===== config.mk =====
export PLATFORM = sky130hd
export DESIGN_NAME = spike_count_classifier
export DESIGN_NICKNAME = d
export VERILOG_FILES = /design/src/rtl/spike_count_classifier.sv
export SDC_FILE = /design/constraint.sdc
export NUM_CORES = 1
export LEC_CHECK = 0
export ABC_AREA = 1
export CORE_AREA = 2 2 138 127
export CTS_CLUSTER_SIZE = 8
export DETAILED_ROUTE_END_ITERATION = 10
export DIE_AREA = 0 0 140 129
export HOLD_SLACK_MARGIN = 0.03
export PLACE_DENSITY = 0.53
export SLEW_MARGIN = 20
export SYNTH_ARGS = -nofsm -noshare
export SYNTH_HDL_FRONTEND = slang
export SYNTH_SLANG_ARGS = --single-unit

===== constraint.sdc =====
create_clock -name clk -period 3.5 [get_ports clk]
set_input_delay 0.525 -clock clk [delete_from_list [all_inputs] [get_ports clk]]
set_output_delay 0.525 -clock clk [all_outputs]
set_load 0.02 [all_outputs]

===== src/rtl/spike_count_classifier.sv =====
// Spike-count classifier: counts output-layer spikes over a fixed window,
// then picks the neuron with the most spikes (lowest index wins ties).
module spike_count_classifier #(
  parameter int NUM_OUTPUTS = 4,
  parameter int WINDOW      = 100,
  parameter int COUNT_WIDTH = 16,
  parameter int IDX_WIDTH   = 2
) (
  input  logic                   clk,
  input  logic                   rst,
  input  logic                   start,
  input  logic [NUM_OUTPUTS-1:0] spike_in,
  output logic                   busy,
  output logic                   class_valid,
  input  logic                   class_ready,
  output logic [IDX_WIDTH-1:0]   class_idx,
  output logic [COUNT_WIDTH-1:0] class_count,
  output logic                   no_spike
);

  localparam int WIN_W = (WINDOW > 1) ? $clog2(WINDOW) : 1;
  localparam logic [WIN_W-1:0]       WIN_LAST  = WIN_W'(WINDOW - 1);
  localparam logic [IDX_WIDTH-1:0]   SCAN_LAST = IDX_WIDTH'(NUM_OUTPUTS - 1);
  localparam logic [COUNT_WIDTH-1:0] CNT_MAX   = {COUNT_WIDTH{1'b1}};
  localparam logic [COUNT_WIDTH-1:0] CNT_ZERO  = {COUNT_WIDTH{1'b0}};

  typedef enum logic [1:0] {
    S_IDLE    = 2'd0,
    S_COUNT   = 2'd1,
    S_COMPARE = 2'd2,
    S_HOLD    = 2'd3
  } state_t;

  state_t                 state_r;
  state_t                 next_state_s;
  logic [COUNT_WIDTH-1:0] cnt_r [NUM_OUTPUTS];
  logic [WIN_W-1:0]       win_r;
  logic [IDX_WIDTH-1:0]   scan_r;
  logic [IDX_WIDTH-1:0]   best_idx_r;
  logic [COUNT_WIDTH-1:0] best_cnt_r;
  logic [COUNT_WIDTH-1:0] scan_cnt_s;
  logic                   better_s;
  logic [IDX_WIDTH-1:0]   cand_idx_s;
  logic [COUNT_WIDTH-1:0] cand_cnt_s;

  // State register
  always_ff @(posedge clk or negedge rst) begin
    if (!rst) begin
      state_r <= S_IDLE;
    end else begin
      state_r <= next_state_s;
    end
  end

  // Next-state logic
  always_comb begin
    next_state_s = state_r;
    case (state_r)
      S_IDLE: begin
        if (start) next_state_s = S_COUNT;
        else       next_state_s = S_IDLE;
      end
      S_COUNT: begin
        if (win_r == WIN_LAST) next_state_s = S_COMPARE;
        else                   next_state_s = S_COUNT;
      end
      S_COMPARE: begin
        if (scan_r == SCAN_LAST) next_state_s = S_HOLD;
        else                     next_state_s = S_COMPARE;
      end
      S_HOLD: begin
        if (class_ready) next_state_s = S_IDLE;
        else             next_state_s = S_HOLD;
      end
      default: next_state_s = S_IDLE;
    endcase
  end

  // Running argmax candidate; strict compare keeps the lowest index on ties
  always_comb begin
    scan_cnt_s = cnt_r[scan_r];
    better_s   = (scan_cnt_s > best_cnt_r);
    if (better_s) begin
      cand_idx_s = scan_r;
      cand_cnt_s = scan_cnt_s;
    end else begin
      cand_idx_s = best_idx_r;
      cand_cnt_s = best_cnt_r;
    end
  end

  // Counters, window/scan indices, running best and held results
  always_ff @(posedge clk or negedge rst) begin
    if (!rst) begin
      for (int k = 0; k < NUM_OUTPUTS; k++) cnt_r[k] <= CNT_ZERO;
      win_r       <= {WIN_W{1'b0}};
      scan_r      <= {IDX_WIDTH{1'b0}};
      best_idx_r  <= {IDX_WIDTH{1'b0}};
      best_cnt_r  <= CNT_ZERO;
      class_idx   <= {IDX_WIDTH{1'b0}};
      class_count <= CNT_ZERO;
      no_spike    <= 1'b0;
    end else begin
      case (state_r)
        S_IDLE: begin
          if (start) begin
            for (int k = 0; k < NUM_OUTPUTS; k++) cnt_r[k] <= CNT_ZERO;
            win_r      <= {WIN_W{1'b0}};
            scan_r     <= {IDX_WIDTH{1'b0}};
            best_idx_r <= {IDX_WIDTH{1'b0}};
            best_cnt_r <= CNT_ZERO;
          end
        end
        S_COUNT: begin
          for (int k = 0; k < NUM_OUTPUTS; k++) begin
            if (spike_in[k] && (cnt_r[k] != CNT_MAX)) begin
              cnt_r[k] <= cnt_r[k] + COUNT_WIDTH'(1);
            end
          end
          win_r <= win_r + WIN_W'(1);
        end
        S_COMPARE: begin
          best_idx_r <= cand_idx_s;
          best_cnt_r <= cand_cnt_s;
          scan_r     <= scan_r + IDX_WIDTH'(1);
          if (scan_r == SCAN_LAST) begin
            class_idx   <= cand_idx_s;
            class_count <= cand_cnt_s;
            no_spike    <= (cand_cnt_s == CNT_ZERO);
          end
        end
        S_HOLD: begin
        end
        default: begin
        end
      endcase
    end
  end

  // Status flags registered from the next state so they track the FSM exactly
  always_ff @(posedge clk or negedge rst) begin
    if (!rst) begin
      busy        <= 1'b0;
      class_valid <= 1'b0;
    end else begin
      busy        <= (next_state_s != S_IDLE);
      class_valid <= (next_state_s == S_HOLD);
    end
  end

endmodule

* After elaboration in Yosys (flattened, before gate mapping)
Cells that the tools add are included.
** Cells by class
- Add/subtract/negate cells :: 6
- $lt $le $gt $ge :: 2
- Eq/ne operators :: 15
- Muxes and demuxes :: 23
- Bitwise operators :: 1
- Reductions and logical operators :: 16
** Operators by type and width (count)
- 2-to-1 mux 16 bit :: 8
- one-hot mux 64 bit (2 select lines) :: 1
- adder 16 x 1 -> 16 bit, second input constant :: 4
- 2-to-1 mux 64 bit :: 1
- != test 16 bit, second input constant :: 4
- binary-select mux 16 bit (select 2 bit) :: 1
- one-hot mux 16 bit (2 select lines) :: 1
- greater-than comparator 16 bit :: 1
- logical NOT 16 bit :: 1
- one-hot mux 7 bit (2 select lines) :: 1
- AND reduction 3 bit :: 4
- != test 2 bit, second input constant :: 5
- equality test 2 bit, second input constant :: 4
- 2-to-1 mux 2 bit :: 4
- one-hot mux 2 bit (2 select lines) :: 2
- one-hot mux 2 bit (4 select lines) :: 1
- adder 7 x 1 -> 7 bit, second input constant :: 1
- equality test 7 bit, second input constant :: 1
- 2-to-1 mux 7 bit :: 1
- AND reduction 2 bit :: 3
- nonzero test 2 bit :: 3
- logical AND 1 bit :: 4
- >= comparator 3 bit, second input constant :: 1
- inverter 2 -> 3 bit :: 1
- 4 further kinds :: 5
** Word-level totals
- Flip-flop bits (word level) :: 114
- Bits of input ports :: 8
- Output and inout port bits :: 21
- Logic and storage cells :: 77

* Longest topological paths before layout
Gate-level depths: netlist of run 1.
- Depth after elaboration :: 7
- Mapped depth :: 24
- Gate-level depth less buffers :: 23

* Worst setup path before layout of run 1
No wires, ideal clock.
- Path type :: register to register
- Start point :: reg scan_r[0]
- End point :: reg no_spike
- Library setup time :: 66 ps
- Data arrival time :: 2441 ps
- Required time :: 3434 ps
- Setup slack :: 993 ps
- Stages on the path, launching flop included :: 23
- Path buffers :: 3
- Period minus slack after synthesis :: 2507 ps
- Cells stage by stage :: dfrtp_1 > buf_4 > inv_2 > buf_2 > nand2_1 > a22oi_1 > inv_1 > ha_1 > nand2_1 > nor2_1 > nand2_1 > nand2_1 > nand2_1 > nand2_2 > nand2_4 > buf_6 > nand2_2 > nand3_1 > nor2_1 > nand2_1 > nor2_1 > nand2_1 > nand2_1
** Between the ends
- Longest elaborated chain between the ends :: 7
- Elaborated cells between the ends (all ways) :: 9
- Those cells by class :: order compare (1); eq/ne (1); mux (4); bitwise (1); reduce/logical (2)
** Ends and longest elaborated chain
- start: declaration :: line 38 : logic [IDX_WIDTH-1:0] scan_r;
- start signal: assignment :: line 97 : scan_r <= {IDX_WIDTH{1'b0}};
- start signal: assignment :: line 109 : scan_r <= {IDX_WIDTH{1'b0}};
- start signal: assignment :: line 125 : scan_r <= scan_r + IDX_WIDTH'(1);
- inverter 2 -> 3 bit (not written as such) :: line 81 : scan_cnt_s = cnt_r[scan_r];
- binary-select mux 16 bit (select 2 bit) :: line 81
- 2-to-1 mux 16 bit (not written as such) (2 in a row) :: line 81
- greater-than comparator 16 bit :: line 82 : better_s = (scan_cnt_s > best_cnt_r);
- 2-to-1 mux 16 bit :: line 83 : if (better_s) begin
- logical NOT 16 bit :: line 129 : no_spike <= (cand_cnt_s == CNT_ZERO);
- end signal: assignment :: line 129
- end: declaration :: line 18 : output logic no_spike
Parallel ways exist; a longest one is shown, timed or not. The select of a mux whose other input is x is not followed.
A chain may end at the register's enable or synchronous reset.

* Worst setup path after layout of run 1
- Start point :: reg scan_r[1]
- End point :: reg no_spike
Same word-level chain as after synthesis.

==> flow_summary_export.csv, run 1 <==
group,metric,value,unit
status,status,"finished, final reports clean",
synth,yosys_warnings,0,
synth,mappedNetlistArea,6520,µm²
layout,drive_above_1_share,8.63,%
timing,slew_headroom,52.2,%
timing,maxSlewViolCount,0,
synth,synth-edff-count,0,
synth,synth_top_family_by_area,"simple AND/OR/NAND/NOR gates",
drt,vias,5818,
setup_path,path_cells,"inv_4, a21oi_1, a32o_1, inv_1, ha_1, nand2_1, nor3_2, nand2_1, nand2_2, nand2_4, o21ai_1, nor2_1, nand2_1, nor2_1, nand2_1, nand2_1",
placement,placed_cells,1071,
die,die_x,140,µm
drt,drc_errors,0,
synth,synth_area_leaders,"dfrtp_1 (44%), nand2_1 (10%), inv_1 (6.6%)",
placement,place_congestion,0.888,
synth,synth_ff_type,"dfrtp_1",
synth,syn_nets,882,
synth,yosys.area.top_type_share,43.7,%
setup_path,slowest_stage,"dfrtp_1",
timing,post-route-min-period,3.08,ns
grt,antenna_found_initial,0,
clock_tree,cts_buffer_depth,2,
drt,ant_nets,0,
power,vdd_drop_max,0.984,mV
timing,fin_crit_sh,88.1,%
layout,area_growth,16.3,%
setup_path,crit_path_frequent_cell,"nand2_1",
synth,synth.distinct_cells,45,
synth,synth_area_per_cell,7.66,µm²
clock_tree,clk_latency,0.42,ns
timing,skew,0.00990,ns
clock_tree,tritoncts,"done",
setup_path,cpPeakStageDelay,0.57,ns
drt,wl_per_cell,16.0,µm
clock_tree,cts_inserted_buffers,17,
timing,hold-worst-slack,0.162,ns
timing,setup_viol,0,
die,die_y,129,µm
timing,fmax,324,MHz
clock_tree,clkSlewWorstSetupHoldPaths,0.06,ns
grt,grt_pass1_vias,5506,
timing,hold_viol_final,0,
drt,drt-initial-drc-count,482,
placement,dpl.hpwl,13100,µm
synth,synth_xor_area_share,0.806,%
synth,synth_area_leader_cell,"dfrtp_1",
setup_path,crit_required,3.81,ns
setup_path,cp_max_fo,32,
synth,synth_adder_area_share,4.22,%
min_path,hp-class,"primary input to asynchronous set/reset pin",
synth,synth-simple-area-share,24.5,%
clock_tree,postCtsSetupBuffers,0,
layout,fin_nets,909,
layout,antenna_cells,0,
setup_path,reg2reg_slack,0.42,ns
die,num_rows,45,
setup_path,critical_path.endpoint_type,"flip-flop",
clock_tree,holdBufCountCts,0,
die,pin_count,29,
drt,drt_first_pass_iters,7,
die,start_util,39.3,%
flow_run,maxCapViolations,0,
grt,grt.overflow.total,0,
timing,fin_ws,0.415,ns
synth,synthMuxAreaShare,0,%
setup_path,cp.arrival,3.40,ns
grt,grt_pass1_wl,29200,µm
synth,ys_seq_elements,114,
drt,wirelength,17700,µm
layout,stdcell_area,7580,µm²
clock_tree,cts.sinks,114,
synth,async_flop_share,100,%
timing,tns,0,ns
synth,synth_cells,852,
drt,vias_per_cell,5.27,
clock_tree,cts_root_buffer,"clkbuf_16",
power,p_leak,3.52,nW
grt,grt_max_degree,64,
setup_path,crit_type,"flip-flop to flip-flop",
clock_tree,cts.repair.resized,0,
synth,synth_compound_area_share,17.1,%
grt,grt_use_total,20.8,%
timing,rsz0062_at_grt,"no",
die,core_area,16600,µm²
synth,seq_area_frac_synth,43.7,%
setup_path,start_kind,"flip-flop",
placement,place_ws,0.324,ns
clock_tree,h-tree-depth,4,
die,die_area,18100,µm²
layout,fin_cells,1103,
placement,postPlaceCellArea,6990,µm²
placement,port_buffers,28,
power,powerDensity,959,nW/µm²
timing,worstMarginPinSlew,0.717,ns
[final timing paths]
| path | to | start | cells after the start |
|---|---|---|---|
| min in group clk | class_count[0] | class_count[0] | 2 |
| max in group asynchronous | cnt_r[19] | rst | 2 |
| min reg2reg | class_count[0] | class_count[0] | 2 |
| min | cnt_r[50] | rst | 1 |
| max | no_spike | scan_r[1] | 16 |
| max reg2reg | no_spike | scan_r[1] | 16 |
[layer usage]
layer  GRT usage [%]  wire length, µm  share of wire, %  up-vias
met2            31.7             7680                43      154
met4            5.05              187               1.1        0
met1            30.1             8940                51     2772
met3            4.95              882               5.0       17
li1                -                -                 -     2875
met5               0                0                 0        -
[power by group]
group | switching (W) | total, W | internal, W
registers | 0.000319 | 0.00195 | 0.00163
clock network | 0.000615 | 0.00173 | 0.00112
logic | 0.00247 | 0.00359 | 0.00112
[flip-flops by register name, summed over array words and instances (netlist names)]
name	cells
win_r	7
state_r	2
best_cnt_r	16
no_spike	1
scan_r	2
best_idx_r	2
class_count	16
class_valid	1
cnt_r	64
class_idx	2
busy	1
[through the flow]
step	util, %	total power, W
6_report	45.7	0.00727
5_1_grt	45.7	0.00787
4_1_cts	45.6	0.00729
3_5_place_dp	42.1	0.00551
3_3_place_gp	42.1	0.00548
2_1_floorplan	-	0.00480
[area by class of cell]
cell class / instances / area (µm²)
Inverter: 127 / 484
Multi-Input combinational cell: 585 / 3040
Sequential cell: 114 / 2850
Clock inverter: 9 / 104
Clock buffer: 23 / 488
Tap cell: 211 / 264
Fill cell: 1638 / 9020
Timing Repair Buffer: 34 / 348
[cells by family (layout without fill, tap and decap cells)]
| group | Yosys count | after routing |
|---|---|---|
| AND/OR/NAND/NOR | 362 | 362 |
| AO/OA/AOI/OAI | 195 | 195 |
| buffers and inverters | 153 | 193 |
| flip-flops | 114 | 114 |
| adder cells (fa/ha/maj) | 22 | 22 |
| XOR/XNOR | 6 | 6 |
[cell usage after synthesis, types with 2 or more instances]
cell type  count
nand2_1      174
dfrtp_1      114
inv_1        114
nor2_1        79
a21oi_1       60
o21ai_0       57
nand3_1       40
nor3_1        23
ha_1          22
o21ai_1       21
o22ai_1       19
inv_2         11
buf_2         10
nand4_1       10
a32o_1         9
clkbuf_1       9
nand2_2        8
nor2_2         7
a31oi_1        6
nor3_2         5
o21a_1         5
o31ai_1        5
xor2_1         5
buf_6          4
nand3_2        4
nor4_1         4
a211oi_1       3
a22oi_1        3
and3_1         2
buf_1          2
nor3b_1        2
o21ai_2        2
[layout by cell type (no fill, tap or decap), drive strengths merged, types with 2 or more instances in the layout]
master / count
a211oi: 3
a21oi: 60
a22oi: 3
a31oi: 6
a32o: 9
and3: 2
buf: 7
bufinv: 2
clkbuf: 23
clkdlybuf4s50: 27
clkinv: 7
clkinvlp: 2
dfrtp: 114
ha: 22
inv: 125
nand2: 183
nand3: 44
nand4: 10
nor2: 87
nor3: 28
nor3b: 2
nor4: 4
o21a: 5
o21ai: 80
o22ai: 19
o31ai: 5
xor2: 5
[worst max-delay path: cells and delay by family (launching register included)]
family,cells,cell delay (ns)
fa+ha+maj,1,0.30
compound gates,3,0.77
simple gates,10,1.09
flops,1,0.57
buf+inv,2,0.24
Note: power is estimated with default switching activity, not from simulation.
==> run 2, diff against run 1 <==
==> constraint.sdc (replaced) <==
create_clock -name clk -period 3.5 [get_ports clk]
set_input_delay 0.7 -clock clk [delete_from_list [all_inputs] [get_ports clk]]
set_output_delay 0.7 -clock clk [all_outputs]
set_load 0.02 [all_outputs]
==> run 2 against run 1 <==
Net effect: die area unchanged; flip-flop and latch count unchanged; sequential power barely moved; sequential share of layout area is 0.27 points lower; hold slack improved by 0.23 ns; cell count about the same; setup slack got worse by 0.041 ns; maximum frequency fell by 1.3%; critical path depth is 1 higher; routed wire length grew 1.9%.
==> flow_summary_export.csv, run 2 (same netlist as run 1, synthesis figures left out) <==
group,metric,value,unit
placement,dpl.hpwl,13100,µm
timing,maxSlewViolCount,0,
clock_tree,cts.repair.resized,0,
drt,wl_per_cell,16.3,µm
grt,grt_pass1_wl,29400,µm
setup_path,critical_path.endpoint_type,"flip-flop",
grt,grt_max_degree,67,
clock_tree,postCtsSetupBuffers,0,
power,pwr-share-comb,48.5,%
clock_tree,cts.sinks,114,
timing,post-route-min-period,3.13,ns
layout,multi_input_area,3040,µm²
grt,grt_use_total,21.1,%
grt,grt_pass1_vias,5508,
clock_tree,cts_buffer_depth,2,
timing,setup_viol,0,
layout,drive_above_1_share,8.73,%
die,num_rows,45,
timing,fin_ws,0.374,ns
placement,port_buffers,28,
die,core_area,16600,µm²
power,intPower,0.00401,W
layout,area_growth,17.1,%
layout,top_regs,"cnt_r x64, best_cnt_r x16, class_count x16",
layout,fin_nets,910,
grt,antenna_found_initial,0,
layout,largest_reg_flops,64,
power,clkPwrFrac,25.4,%
placement,placed_cells,1072,
die,die_area,18100,µm²
timing,slew_headroom,39.8,%
layout,fill_cells,1620,
setup_path,cp_max_fo,32,
min_path,hp-class,"primary input to asynchronous set/reset pin",
power,vdd_drop_max,0.894,mV
drt,ant_nets,0,
setup_path,crit_required,3.82,ns
timing,hold_viol_final,0,
die,die_x,140,µm
setup_path,cp-startpoint,"scan_r[1]",
clock_tree,holdBufCountCts,0,
layout,regArea,2850,µm²
setup_path,start_kind,"flip-flop",
timing,fmax,320,MHz
layout,mostFrequentLayoutCells,"nand2_1 (174), inv_1 (114), dfrtp_1 (114), nor2_1 (79), a21oi_1 (60)",
die,die_y,129,µm
setup_path,r2r-start,"scan_r[1]",
timing,tns,0,ns
power,seqPwrFrac,26.1,%
clock_tree,tritoncts,"done",
drt,drc_errors,0,
drt,drt-initial-drc-count,525,
layout,mostFrequentLayoutCell,"nand2_1",
power,netSwitchingFraction,46.2,%
timing,worstMarginPinSlew,0.904,ns
timing,rsz0062_at_grt,"no",
die,pin_count,29,
placement,place_ws,0.326,ns
clock_tree,clkSlewWorstSetupHoldPaths,0.06,ns
clock_tree,clk_latency,0.42,ns
die,start_util,39.3,%
drt,vias,5850,
grt,grt.overflow.total,0,
layout,top_register,"cnt_r",
setup_path,crit_type,"flip-flop to flip-flop",
setup_path,cp.arrival,3.44,ns
drt,wirelength,18000,µm
layout,fin_cells,1104,
flow_run,maxCapViolations,0,
power,p_leak,3.55,nW
power,powerDensity,977,nW/µm²
clock_tree,cts_root_buffer,"clkbuf_16",
drt,drt_first_pass_iters,7,
placement,place_congestion,0.888,
drt,vias_per_cell,5.30,
power,p_sw,0.00345,W
status,status,"finished, final reports clean",
timing,skew,0.0113,ns
layout,antenna_cells,0,
timing,fin_crit_sh,89.3,%
clock_tree,h-tree-depth,4,
clock_tree,cts_inserted_buffers,17,
run 2: final cells by class:
cell class | count | area share (%)
clock buffer | 23 | 6.39
clock inverter | 9 | 1.98
tap | 211 | 3.46
multi-input combinational | 585 | 39.8
sequential | 114 | 37.3
inverter | 127 | 6.34
timing repair buffer | 35 | 4.65
run 2: layer usage:
layer  vias up  part of all wire, %  global-route usage, %
met1      2792                   51                   30.8
met3        15                  4.6                   4.06
met4         0                  1.2                   6.60
li1       2885                    -                      -
met2       158                   44                   31.8
met5         -                    0                      0
run 2: power by group through the flow:
stage | logic, W | clock network, W | registers, W
floorplan | 0.00291 | 0 | 0.00189
global placement | 0.00351 | 0 | 0.00196
detailed placement | 0.00355 | 0 | 0.00196
CTS | 0.00360 | 0.00192 | 0.00194
global route | 0.00410 | 0.00199 | 0.00199
finish | 0.00362 | 0.00189 | 0.00195
run 2: critical path, stage by stage (launching register included):
cell     delay, ns
dfrtp_1       0.57
inv_4         0.18
a21oi_1       0.22
a32o_1        0.23
inv_1         0.06
ha_1          0.29
a21oi_1       0.15
o21ai_0       0.09
a21oi_1       0.20
nand2_2       0.14
nand2_4       0.29
nand2_1       0.09
o21ai_1       0.20
nor2_1        0.09
nand2_1       0.08
nor2_1        0.04
nand2_1       0.05
nand2_1       0.04
run 2: final timing paths:
path                             endpoint  slack, ns  depth (start not counted)
max in group asynchronous  best_cnt_r[14]       2.33                          2
hold reg to reg            class_count[0]       0.48                          2
setup / recovery                 no_spike       0.37                         17
setup reg to reg                 no_spike       0.37                         17
hold / removal                  cnt_r[49]       0.40                          1
min in group clk           class_count[0]       0.48                          2
run 2: per-stage QoR:
step	instance area [µm²]	utilization [%]	hold WS, ns	power, W
final	7640	46.0	0.396	0.00746
after floorplan	6520	-	0.404	0.00480
after detailed placement	7000	42.1	0.475	0.00551
after CTS	7640	46.0	0.437	0.00747
after global routing	7640	46.0	0.477	0.00807
after global placement	7000	42.1	0.468	0.00547
